<file path="src/rtl/victim_wb_ctrl.sv">
// Write-back drain controller: streams the victim FIFO head line to memory as an
// incrementing burst and pops the entry only after the write response returns.
package victim_wb_pkg;
  typedef logic [31:0] phys_t;
endpackage

module victim_wb_ctrl
  import victim_wb_pkg::*;
#(
  parameter int  LINE_WIDTH       = 256,
  parameter int  BUS_WIDTH        = 32,
  localparam int BEATS            = LINE_WIDTH / BUS_WIDTH,
  localparam int LINE_BYTE_OFFSET = $clog2(LINE_WIDTH / 8),
  localparam int PHYS_WIDTH       = $bits(phys_t),
  localparam int LABEL_WIDTH      = PHYS_WIDTH - LINE_BYTE_OFFSET,
  localparam int BEAT_W           = (BEATS > 1) ? $clog2(BEATS) : 1
) (
  input  logic                              clk,
  input  logic                              rst,
  input  logic [LABEL_WIDTH+LINE_WIDTH-1:0] vc_rline,
  input  logic                              vc_empty,
  output logic                              vc_pop,
  input  logic [LABEL_WIDTH-1:0]            query_label,
  output logic                              lock_hit,
  input  logic                              flush_req,
  output logic                              flush_done,
  output logic [PHYS_WIDTH-1:0]             awaddr,
  output logic [7:0]                        awlen,
  output logic                              awvalid,
  input  logic                              awready,
  output logic [BUS_WIDTH-1:0]              wdata,
  output logic [BUS_WIDTH/8-1:0]            wstrb,
  output logic                              wlast,
  output logic                              wvalid,
  input  logic                              wready,
  input  logic                              bvalid,
  output logic                              bready,
  input  logic [1:0]                        bresp,
  output logic                              bus_err
);

  typedef enum logic [1:0] {
    S_IDLE,
    S_ADDR,
    S_DATA,
    S_RESP
  } state_e;

  state_e                  state_q, state_d;
  logic [LABEL_WIDTH-1:0]  label_q, label_d;
  logic [LINE_WIDTH-1:0]   data_q,  data_d;
  logic [BEAT_W-1:0]       beat_q,  beat_d;

  // NOTE: sequential state uses non-blocking assignments so every flop samples
  // pre-edge values regardless of process ordering.
  always_ff @(posedge clk) begin
    if (rst) begin
      state_q <= S_IDLE;
      label_q <= '0;
      data_q  <= '0;
      beat_q  <= '0;
    end else begin
      state_q <= state_d;
      label_q <= label_d;
      data_q  <= data_d;
      beat_q  <= beat_d;
    end
  end

  // NOTE: every output of this block is defaulted first so no path infers a latch.
  always_comb begin
    state_d = state_q;
    label_d = label_q;
    data_d  = data_q;
    beat_d  = beat_q;
    awvalid = 1'b0;
    wvalid  = 1'b0;
    wlast   = 1'b0;
    bready  = 1'b0;
    vc_pop  = 1'b0;
    bus_err = 1'b0;

    case (state_q)
      S_IDLE: begin
        if (!vc_empty) begin
          {label_d, data_d} = vc_rline;
          state_d           = S_ADDR;
        end
      end
      S_ADDR: begin
        awvalid = 1'b1;
        if (awready) begin
          beat_d  = '0;
          state_d = S_DATA;
        end
      end
      S_DATA: begin
        wvalid = 1'b1;
        wlast  = (beat_q == BEAT_W'(BEATS - 1));
        if (wready) begin
          if (wlast) begin
            beat_d  = '0;
            state_d = S_RESP;
          end else begin
            beat_d = beat_q + 1'b1;
          end
        end
      end
      S_RESP: begin
        bready = 1'b1;
        // The entry leaves the FIFO only once memory has acknowledged it, error or not.
        if (bvalid) begin
          vc_pop  = 1'b1;
          bus_err = (bresp != 2'b00);
          state_d = S_IDLE;
        end
      end
      default: state_d = S_IDLE;
    endcase
  end

  assign awaddr     = {label_q, {LINE_BYTE_OFFSET{1'b0}}};
  assign awlen      = 8'(BEATS - 1);
  assign wdata      = data_q[int'(beat_q) * BUS_WIDTH +: BUS_WIDTH];
  assign wstrb      = {(BUS_WIDTH / 8){1'b1}};
  assign lock_hit   = (state_q != S_IDLE) && (label_q == query_label);
  assign flush_done = flush_req && vc_empty && (state_q == S_IDLE);

endmodule

</file>
<file path="config.mk">
export PLATFORM = sky130hd
export DESIGN_NAME = victim_wb_ctrl
export DESIGN_NICKNAME = d
export VERILOG_FILES = /design/src/rtl/victim_wb_ctrl.sv
export SDC_FILE = /design/constraint.sdc
export NUM_CORES = 1
export LEC_CHECK = 0
export ABC_AREA = 1
export CAP_MARGIN = 40
export CORE_ASPECT_RATIO = 1.1
export CORE_MARGIN = 3
export CORE_UTILIZATION = 43
export DETAILED_ROUTE_END_ITERATION = 8
export MAX_ROUTING_LAYER = met4
export PLACE_DENSITY = 0.77
export SETUP_SLACK_MARGIN = 0.05
export SLEW_MARGIN = 20
export SYNTH_ARGS = -nofsm -noshare
export SYNTH_HDL_FRONTEND = slang
export SYNTH_SLANG_ARGS = --single-unit
</file>
<file path="constraint.sdc">
create_clock -name clk -period 1.3 [get_ports clk]
set_input_delay 0.195 -clock clk [delete_from_list [all_inputs] [get_ports clk]]
set_output_delay 0.195 -clock clk [all_outputs]
set_load 0.01 [all_outputs]
</file>
==> results of run 1 <==
==> state kept, by name (all words and copies together), names as in the netlist <==
| signal | count |
|---|---|
| state_q | 2 |
| beat_q | 3 |
| label_q | 27 |
| data_q | 256 |
==> cells in the final DEF, fill, tap and decap left out, types with 2 or more instances in the layout <==
cell	instances
buf_6	89
ha_4	4
o21ai_0	118
buf_2	23
a21oi_1	18
nand2_2	40
buf_4	52
clkinv_2	3
nor2_1	546
o21ai_1	249
clkinv_16	3
dfxtp_2	28
clkdlybuf4s50_1	318
dfxtp_1	258
clkdlybuf4s15_1	2
clkbuf_16	60
xnor2_1	3
clkbuf_1	6
buf_16	25
nor2_2	90
nand3_1	5
o21ai_4	7
inv_6	2
buf_8	11
dfxtp_4	2
clkbuf_8	5
a21oi_2	8
inv_4	3
o21ai_2	104
buf_12	50
nand2_4	2
nor2_4	108
inv_8	4
bufinv_16	5
nand2_1	140
inv_1	54
ha_1	2
conb_1	17
inv_2	4
==> logic make-up after synthesis <==
kind of cell / after synthesis
buffers and inverters: 222
other: 2
DFF: 288
and+or+nand+nor: 932
adders and majority gates: 7
AOI/OAI and AO/OA: 504
xor gates and xnor gates: 3
==> per-stage QoR <==
stage               hold WS (ns)  std cells
finish                    0.2067       2883
global route              0.2170       2883
CTS                       0.2065       2820
detailed placement        0.4768       2724
global placement          0.4695       2724
floorplan                 0.2641       1973
==> layout make-up <==
class / count / area [um2] / share of cell area, %
repair buffers: 603 / 7385 / 32.06
repair inverters: 7 / 130.1 / 0.5648
flip-flops and latches: 288 / 5808 / 25.21
multi-input cells: 1463 / 7924 / 34.40
clock inverters: 10 / 180.2 / 0.7821
diodes: 1 / 2.502 / 0.01086
well taps: 408 / 510.5 / 2.216
clock buffers: 40 / 817.0 / 3.547
inverters: 63 / 280.3 / 1.217
==> critical path: stages, from the launching register on <==
cell       delay (ns)
dfxtp_4          0.38
buf_12           0.13
buf_8            0.13
clkbuf_16        0.16
nor2_2           0.04
nor2_1           0.09
o21ai_1          0.06
o21ai_1          0.12
buf_4            0.20
nand2_2          0.05
nand2_1          0.06
buf_2            0.12
==> power breakdown <==
group	leakage [nW]	total (W)	internal [W]	switching (W)
registers	2.39	0.0135	0.0115	0.00202
logic	6.86	0.0233	0.0111	0.0121
clock network	0.492	0.00904	0.00535	0.00369
==> worst max-delay path by stage <==
stage               cells after the start                     from                        to  slack [ns]
finish                                 11   beat_q[0]$_SDFFE_PP0P_                 wdata[16]       -1.01
global route                           11   beat_q[0]$_SDFFE_PP0P_                 wdata[16]       -1.14
CTS                                    11   beat_q[0]$_SDFFE_PP0P_                 wdata[13]       -0.93
detailed placement                      7   beat_q[0]$_SDFFE_PP0P_                 wdata[23]       -0.78
global placement                       10           query_label[3]                  lock_hit       -0.78
floorplan                               9  state_q[1]$_SDFFE_PP0P_  data_q[160]$_SDFFE_PP0P_       -0.02
==> per-layer routing <==
metal / wire [um] / share of wire (%) / track usage [%] / vias to the layer above
li1: - / - / - / 7254
met5: 0 / 0 / - / -
met3: 7123 / 11 / 5.018 / 375
met1: 22770 / 36 / 39.72 / 7522
met2: 28960 / 45 / 50.75 / 1315
met4: 5109 / 8.0 / 14.63 / 0
==> timing repair <==
| action | CTS | global route |
|---|---|---|
| buffers inserted | 27 | 19 |
| resized for setup | 659 | 485 |
| cloned | 24 | 48 |
| endpoints found under the hold margin | 0 | 0 |
| setup endpoints to repair | 355 | 350 |
| hold buffers | 0 | 0 |
| pin swaps | 74 | 92 |
==> results.toml, run 1 <==
[finish]
layout-drive-gt1-share_pct = 29.83
finalCoreUtilization_pct = 76.85
fin_nets = 2781
fin_area_mm2 = 0.02304
syn_to_final_growth_pct = 73.39
fillCellCount = 1853

[global_routing]
first_global_vias = 14653
overflow = 0
grt_usage_pct = 31.75
antenna_found_initial = 1
grt_max_degree = 59
grt_pass1_wl_mm = 81.50

[floorplan]
rows = 66
initial_core_util_pct = 44.32
die-area_mm2 = 0.03305
die_w_um = 173.6
core_mm2 = 0.02998
io_pins = 403
die_h_um = 190.4

[setup_path]
required_ns = 1.11
cp-start-kind = "flop"
r2r_setup_slack_ns = -0.58
worstPathMaxFanout = 6
cp.arrival_ns = 2.12
r2r-end = "data_q[139]$_SDFFE_PP0P_"
endpoint_kind = "output port"
timing.rr.start = "state_q[0]$_SDFFE_PP0P_"
rr_worst_depth = 12
critPathKind = "reg -> out"

[sta]
hold_viol = 0
clock_skew_ns = 0.02640
tns_ns = -163.39
min_period_ns = 2.313
fin_crit_sh_pct = 177.9
setup_ws_ns = -1.013
max_freq_mhz = 432.3
drv_slew = 0
rsz0062_at_grt = "true"
setup_viol = 335

[synthesis]
synth_seq_area_share_pct = 43.39
ys_seq_elements = 288
synth_cell_types = 22
synth_mux_area_share_pct = 0
syn_area_per_cell_um2 = 6.786
synth_fa_ha_area_share_pct = 0.6592
postSynthCellCount = 1958
yosys.area_share.simple_pct = 26.69
synth_area_mm2 = 0.01329
synth_top_family_by_area = "simple AND/OR/NAND/NOR gates"
synth_compound_area_share_pct = 18.98
synth_common_cells = "734 x nor2_1, 316 x o21ai_0, 288 x dfxtp_1, 182 x nand2_1, 162 x o21ai_1"
synth_area_leaders = "dfxtp_1 43%, nor2_1 21%, o21ai_0 12%"
yosys.area.top_type_share_pct = 43.39
synth_flop_cell = "dfxtp_1"
synth_top_cell_by_area = "dfxtp_1"
async_flop_share_pct = 0
synth-edff-count = 0
ys_warn_count = 0
synthXorXnorAreaFrac_pct = 0.1978
synth_most_common_cell = "nor2_1"

[job]
cap_violations = 0

[drt]
firstDrtPassIters = 6
vias_per_cell = 5.711
wire_per_inst_um = 22.18
ant_nets = 0
drt-initial-drc-count = 2024
route.detailed.drc = 0
routed_wl_mm = 63.96
vias = 16466

[hold_path]
min_to = "data_q[47]$_SDFFE_PP0P_"
holdPathStages = 3
hp-start = "vc_rline[47]"
worst_hold_path_type = "in -> reg"

[cts]
worstSkewPairLatency_ns = 0.57
cts_sinks = 288
cts.clk_slew.worst_paths_ns = 0.06
clk_path_buf_depth = 3
cts_made_buffers = 29
cts_htree_levels = 1
cts-root-buf = "clkbuf_16"
cts_tree = "done"

[placed_design]
placed_area_mm2 = 0.01801
routabilityCongestion = 0.9286
dpl.hpwl_mm = 35.85
numPortBuffers = 385
place_ws_ns = -0.7764

[power]
peakVddDrop_mv = 1.137
pwr_density_cell_mw_per_mm2 = 1988
power.leakage_nw = 9.744
total_power_w = 0.04580

[run_status]
failed_checks = "negative setup slack"
status = "finished with violations"
Power figures use the tool's default switching activity.
==> inputs of run 2 (changes only) <==
Settings changed: CORE_MARGIN 3 to unset, CORE_UTILIZATION 43 to 40, PLACE_DENSITY 0.77 to 0.73.
==> run 2 against run 1 <==
Effect of this change: flip-flop and latch count did not move; die area rose by 2.7%; highest routed layer unchanged; the flow still finishes with violations (negative setup slack); clock power rose by 0.4%; critical path depth fell by 1; power fell by 1.9%; critical path type unchanged; register-to-register slack improved by 0.03 ns; sequential share of layout area rose by 0.36 points; non-clock buffer count rose by 22.
==> results.toml, run 2 (synthesis gave the netlist of run 1 again) <==
[setup_path]
worstPathMaxFanout = 6
required_ns = 1.11
endpoint_kind = "output port"
cp-start-kind = "flop"
critPathKind = "reg -> out"
cp.arrival_ns = 2.12

[global_routing]
grt_max_degree = 71
grtUsageMet3_pct = 4.314
overflow = 0
busiest_layer = "met2"
grt.met1_usage_pct = 42.25
grt_use_met2_pct = 51.25
antenna_found_initial = 4
grt_pass1_wl_mm = 83.39
first_global_vias = 14819
grt_usage_pct = 32.89

[floorplan]
die-area_mm2 = 0.03395
initial_core_util_pct = 40.93
rows = 69
die_w_um = 175.8
io_pins = 403
die_h_um = 193.2
core_mm2 = 0.03246

[power]
total_power_w = 0.04492
pwr-share-comb_pct = 49.7
p_sw_w = 0.01719
swShare_pct = 38.25
seq_power_share_pct = 30.1
power.leakage_nw = 9.799
pwr-share-clk_pct = 20.2
pwr_density_cell_mw_per_mm2 = 1978
peakVddDrop_mv = 1.473
internal_power_w = 0.02774

[placed_design]
placed_area_mm2 = 0.01804
place_ws_ns = -0.8180
dpl.hpwl_mm = 36.91
numPortBuffers = 385
routabilityCongestion = 0.9850

[run_status]
status = "finished with violations"
failed_checks = "negative setup slack"

[finish]
syn_to_final_growth_pct = 70.93
reg.largest.list = "data_q: 256 flops, label_q: 27 flops, beat_q: 3 flops"
layout_common_cells = "609 x nor2_1, 319 x clkdlybuf4s50_1, 261 x o21ai_1"
multi_input_area_mm2 = 0.007453
layout-drive-gt1-share_pct = 28.05
fin_area_mm2 = 0.02271
largest_reg_flops = 256
mostFrequentLayoutCell = "nor2_1"
seq_area_mm2 = 0.005808
fin_nets = 2801
fillCellCount = 2538
largest_register = "data_q"

[job]
cap_violations = 0

[cts]
cts-root-buf = "clkbuf_16"
cts_made_buffers = 30
clk_path_buf_depth = 3
cts_sinks = 288
cts_tree = "done"
cts.clk_slew.worst_paths_ns = 0.06
worstSkewPairLatency_ns = 0.57
cts_htree_levels = 1
cts_hold_buf = 0

[hold_path]
worst_hold_path_type = "in -> reg"

[sta]
rsz0062_at_grt = "true"
drv_slew = 0
setup_ws_ns = -1.014
clock_skew_ns = 0.006170
fin_crit_sh_pct = 178.0
tns_ns = -160.55
hold_viol = 0
max_freq_mhz = 432.1
min_period_ns = 2.314
setup_viol = 345

[drt]
wire_per_inst_um = 20.68
firstDrtPassIters = 7
ant_nets = 0
route.detailed.drc = 0
drt-initial-drc-count = 1611
vias_per_cell = 5.428
vias = 15900
routed_wl_mm = 60.58
run 2: final cells by class:
cell class              instances  share of cell area [%]
flip-flops and latches        288                   25.57
inverters                      63                   1.190
clock buffers                  39                   3.763
repair inverters                4                  0.2700
clock inverters                17                  0.8154
repair buffers                625                   33.18
diodes                          4                 0.04407
well taps                     426                   2.347
multi-input cells            1463                   32.82
run 2: power by group through the flow:
stage	registers (W)	logic [W]	clock network, W
final	0.0135	0.0223	0.00908
after global routing	0.0137	0.0236	0.00947
after CTS	0.0132	0.0182	0.00909
after detailed placement	0.0131	0.0140	0
after global placement	0.0131	0.0138	0
after floorplan	0.0126	0.00828	0
run 2: path summary, 6_finish.rpt:
| kind | from | to | slack [ns] | cells past startpoint |
|---|---|---|---|---|
| setup / recovery | beat_q[0]$_SDFFE_PP0P_ | wdata[15] | -1.01 | 10 |
| hold / removal | vc_rline[277] | label_q[21]$_SDFFE_PP0P_ | 0.21 | 3 |
| setup reg to reg | state_q[1]$_SDFFE_PP0P_ | data_q[58]$_SDFFE_PP0P_ | -0.55 | 12 |
| hold reg to reg | label_q[23]$_SDFFE_PP0P_ | label_q[23]$_SDFFE_PP0P_ | 0.49 | 2 |
run 2: critical path, stage by stage, from the launching register on:
cell,delay [ns]
dfxtp_4,0.43
buf_12,0.15
buf_12,0.12
buf_16,0.11
nor2_1,0.04
nor2_1,0.12
o21ai_1,0.13
o21ai_1,0.16
nand2_1,0.09
nand2_1,0.06
buf_2,0.13
run 2: repair_timing:
action,CTS,global route
endpoints found under the setup margin,355,351
pin swaps,98,89
resized for setup,684,344
gates cloned,28,38
setup buffers,35,28
run 2: through the flow:
step | std cells | hold WS [ns] | utilization (%)
after floorplan | 1973 | 0.2641 | -
after detailed placement | 2752 | 0.4812 | 55.58
after CTS | 2870 | 0.1949 | 64.49
final | 2929 | 0.2073 | 69.96
after global placement | 2752 | 0.4708 | 55.58
after global routing | 2929 | 0.2162 | 69.96
run 2: routing by layer:
layer  vias up  wire [um]
li1       7297          -
met1      7462      24090
met2       928      27690
met3       213       5330
met4         0       3463
met5         -          0
==> inputs of run 3 (changes only) <==
Settings changed: PLACE_DENSITY 0.73 to 0.72.
==> run 3 against run 2 <==
Effect of this change: die area did not move; clock power rose by 6.1%; sequential share of layout area barely moved; final cell count rose by 0.20%; sequential power barely moved; combinational power barely moved; the flow still finishes with violations (negative setup slack); largest power group unchanged.
==> results.toml, run 3 (synthesis gave the netlist of run 1 again) <==
[run_status]
status = "finished with violations"
failed_checks = "negative setup slack"

[setup_path]
worstPathMaxFanout = 5
critPathKind = "reg -> out"
cp.depth = 11
critPathMostFrequentCell = "buf_6"
rr_worst_depth = 13
cpLargestDelayFamily = "buffers and inverters"
max_stage_delay_ns = 0.37
cp.arrival_ns = 2.13
path_buf_inv = 5
slowest_stage = "dfxtp_4"
cp-start-kind = "flop"
cp_cell_sequence = "buf_6, buf_6, buf_12, buf_12, nor2_4, nor2_2, o21ai_2, o21ai_1, nand2_1, nand2_2, buf_6"
required_ns = 1.11
endpoint_kind = "output port"

[cts]
cts-root-buf = "clkbuf_16"
cts_made_buffers = 31
cts_sinks = 288
worstSkewPairLatency_ns = 0.57
cts_tree = "done"
cts_htree_levels = 1
cts.clk_slew.worst_paths_ns = 0.07
clk_path_buf_depth = 3

[drt]
ant_nets = 0
firstDrtPassIters = 6
wire_per_inst_um = 20.32
drt-initial-drc-count = 1730
route.detailed.drc = 0
vias_per_cell = 5.407
routed_wl_mm = 59.64
vias = 15869

[global_routing]
antenna_found_initial = 7
grt_max_degree = 59
busiest_layer = "met2"
grt.met1_usage_pct = 38.77
grt_usage_pct = 30.81
grtUsageMet3_pct = 3.941
grt_use_met2_pct = 50.03
first_global_vias = 14099
overflow = 0
grt_pass1_wl_mm = 78.65

[placed_design]
numPortBuffers = 385
place_ws_ns = -0.8094
routabilityCongestion = 0.9581
place_inst = 2762
dpl.hpwl_mm = 36.33

[finish]
largest_register = "data_q"
mostFrequentLayoutCell = "nor2_1"
final_cells = 2935
layout-drive-gt1-share_pct = 28.10
fillCellCount = 2509
layout_common_cells = "589 x nor2_1, 319 x clkdlybuf4s50_1, 258 x dfxtp_1"
largest_reg_flops = 256
reg.largest.list = "data_q: 256 flops, label_q: 27 flops, beat_q: 3 flops"
fin_nets = 2804
syn_to_final_growth_pct = 70.85

[hold_path]
holdPathStages = 3
worst_hold_path_type = "in -> reg"

[floorplan]
die_w_um = 175.8
initial_core_util_pct = 40.93
die_h_um = 193.2
io_pins = 403
core_mm2 = 0.03246
rows = 69
die-area_mm2 = 0.03395

[power]
peakVddDrop_mv = 1.436
power.leakage_nw = 9.850
pwr_density_cell_mw_per_mm2 = 1991

[sta]
rsz0062_at_grt = "true"
hold_viol = 0
min_period_ns = 2.321
setup_viol = 341
fin_crit_sh_pct = 178.6
clock_skew_ns = 0.02398
max_freq_mhz = 430.8
setup_ws_ns = -1.021
drv_slew = 0

[job]
cap_violations = 0
## run 3: where the power goes
group / internal, W / leakage [nW] / switching, W
clock: 0.00580 / 0.561 / 0.00383
combinational: 0.0108 / 6.90 / 0.0114
sequential: 0.0115 / 2.39 / 0.00191
total: 0.0281 / 9.85 / 0.0171
## run 3: tightest hold or removal path, delay by kind of cell
kind	cells	cell delay, ns
simple gates	2	0.15
buf+inv	1	0.40
## run 3: what timing repair did
action	in CTS	in global routing
hold buffers	0	0
gates resized for setup	630	329
gates cloned	17	41
buffers inserted	35	24
pin swaps	89	52
endpoints found under the setup margin	355	349
## run 3: final timing paths
| kind | from | end | slack, ns |
|---|---|---|---|
| setup reg to reg | state_q[0]$_SDFFE_PP0P_ | data_q[37]$_SDFFE_PP0P_ | -0.58 |
| hold / removal | vc_rline[84] | data_q[84]$_SDFFE_PP0P_ | 0.21 |
| setup / recovery | beat_q[0]$_SDFFE_PP0P_ | wdata[28] | -1.02 |
| hold reg to reg | label_q[11]$_SDFFE_PP0P_ | label_q[11]$_SDFFE_PP0P_ | 0.48 |
## run 3: layout make-up
type                    instances  area, um2  share of cell area, %
repair buffers                626       7406                  32.62
clock buffers                  39      887.1                  3.908
multi-input cells            1463       7433                  32.75
flip-flops and latches        288       5808                  25.59
well taps                     426      533.0                  2.348
repair inverters                5      102.6                 0.4520
clock inverters                18      222.7                 0.9811
inverters                      63      290.3                  1.279
diodes                          7      17.52                0.07716
## run 3: routing by layer
metal / part of all wire [%] / routed length (um) / vias up
met3: 8.5 / 5040 / 214
met4: 5.4 / 3236 / 0
met1: 40 / 23730 / 7436
li1: - / - / 7300
met2: 46 / 27640 / 919
met5: 0 / 0 / -
## run 3: metrics by stage
stage,total power [W],hold slack (ns),utilization (%),TNS (ns),area (um2)
CTS,0.04019,0.1979,63.78,-128.55,20700
finish,0.04519,0.2063,69.93,-168.92,22700
detailed placement,0.02733,0.4804,55.92,-118.98,18150
global route,0.04702,0.2172,69.93,-193.12,22700
floorplan,0.02091,0.2641,-,-4.547,13470
global placement,0.02713,0.4690,55.92,-116.84,18150
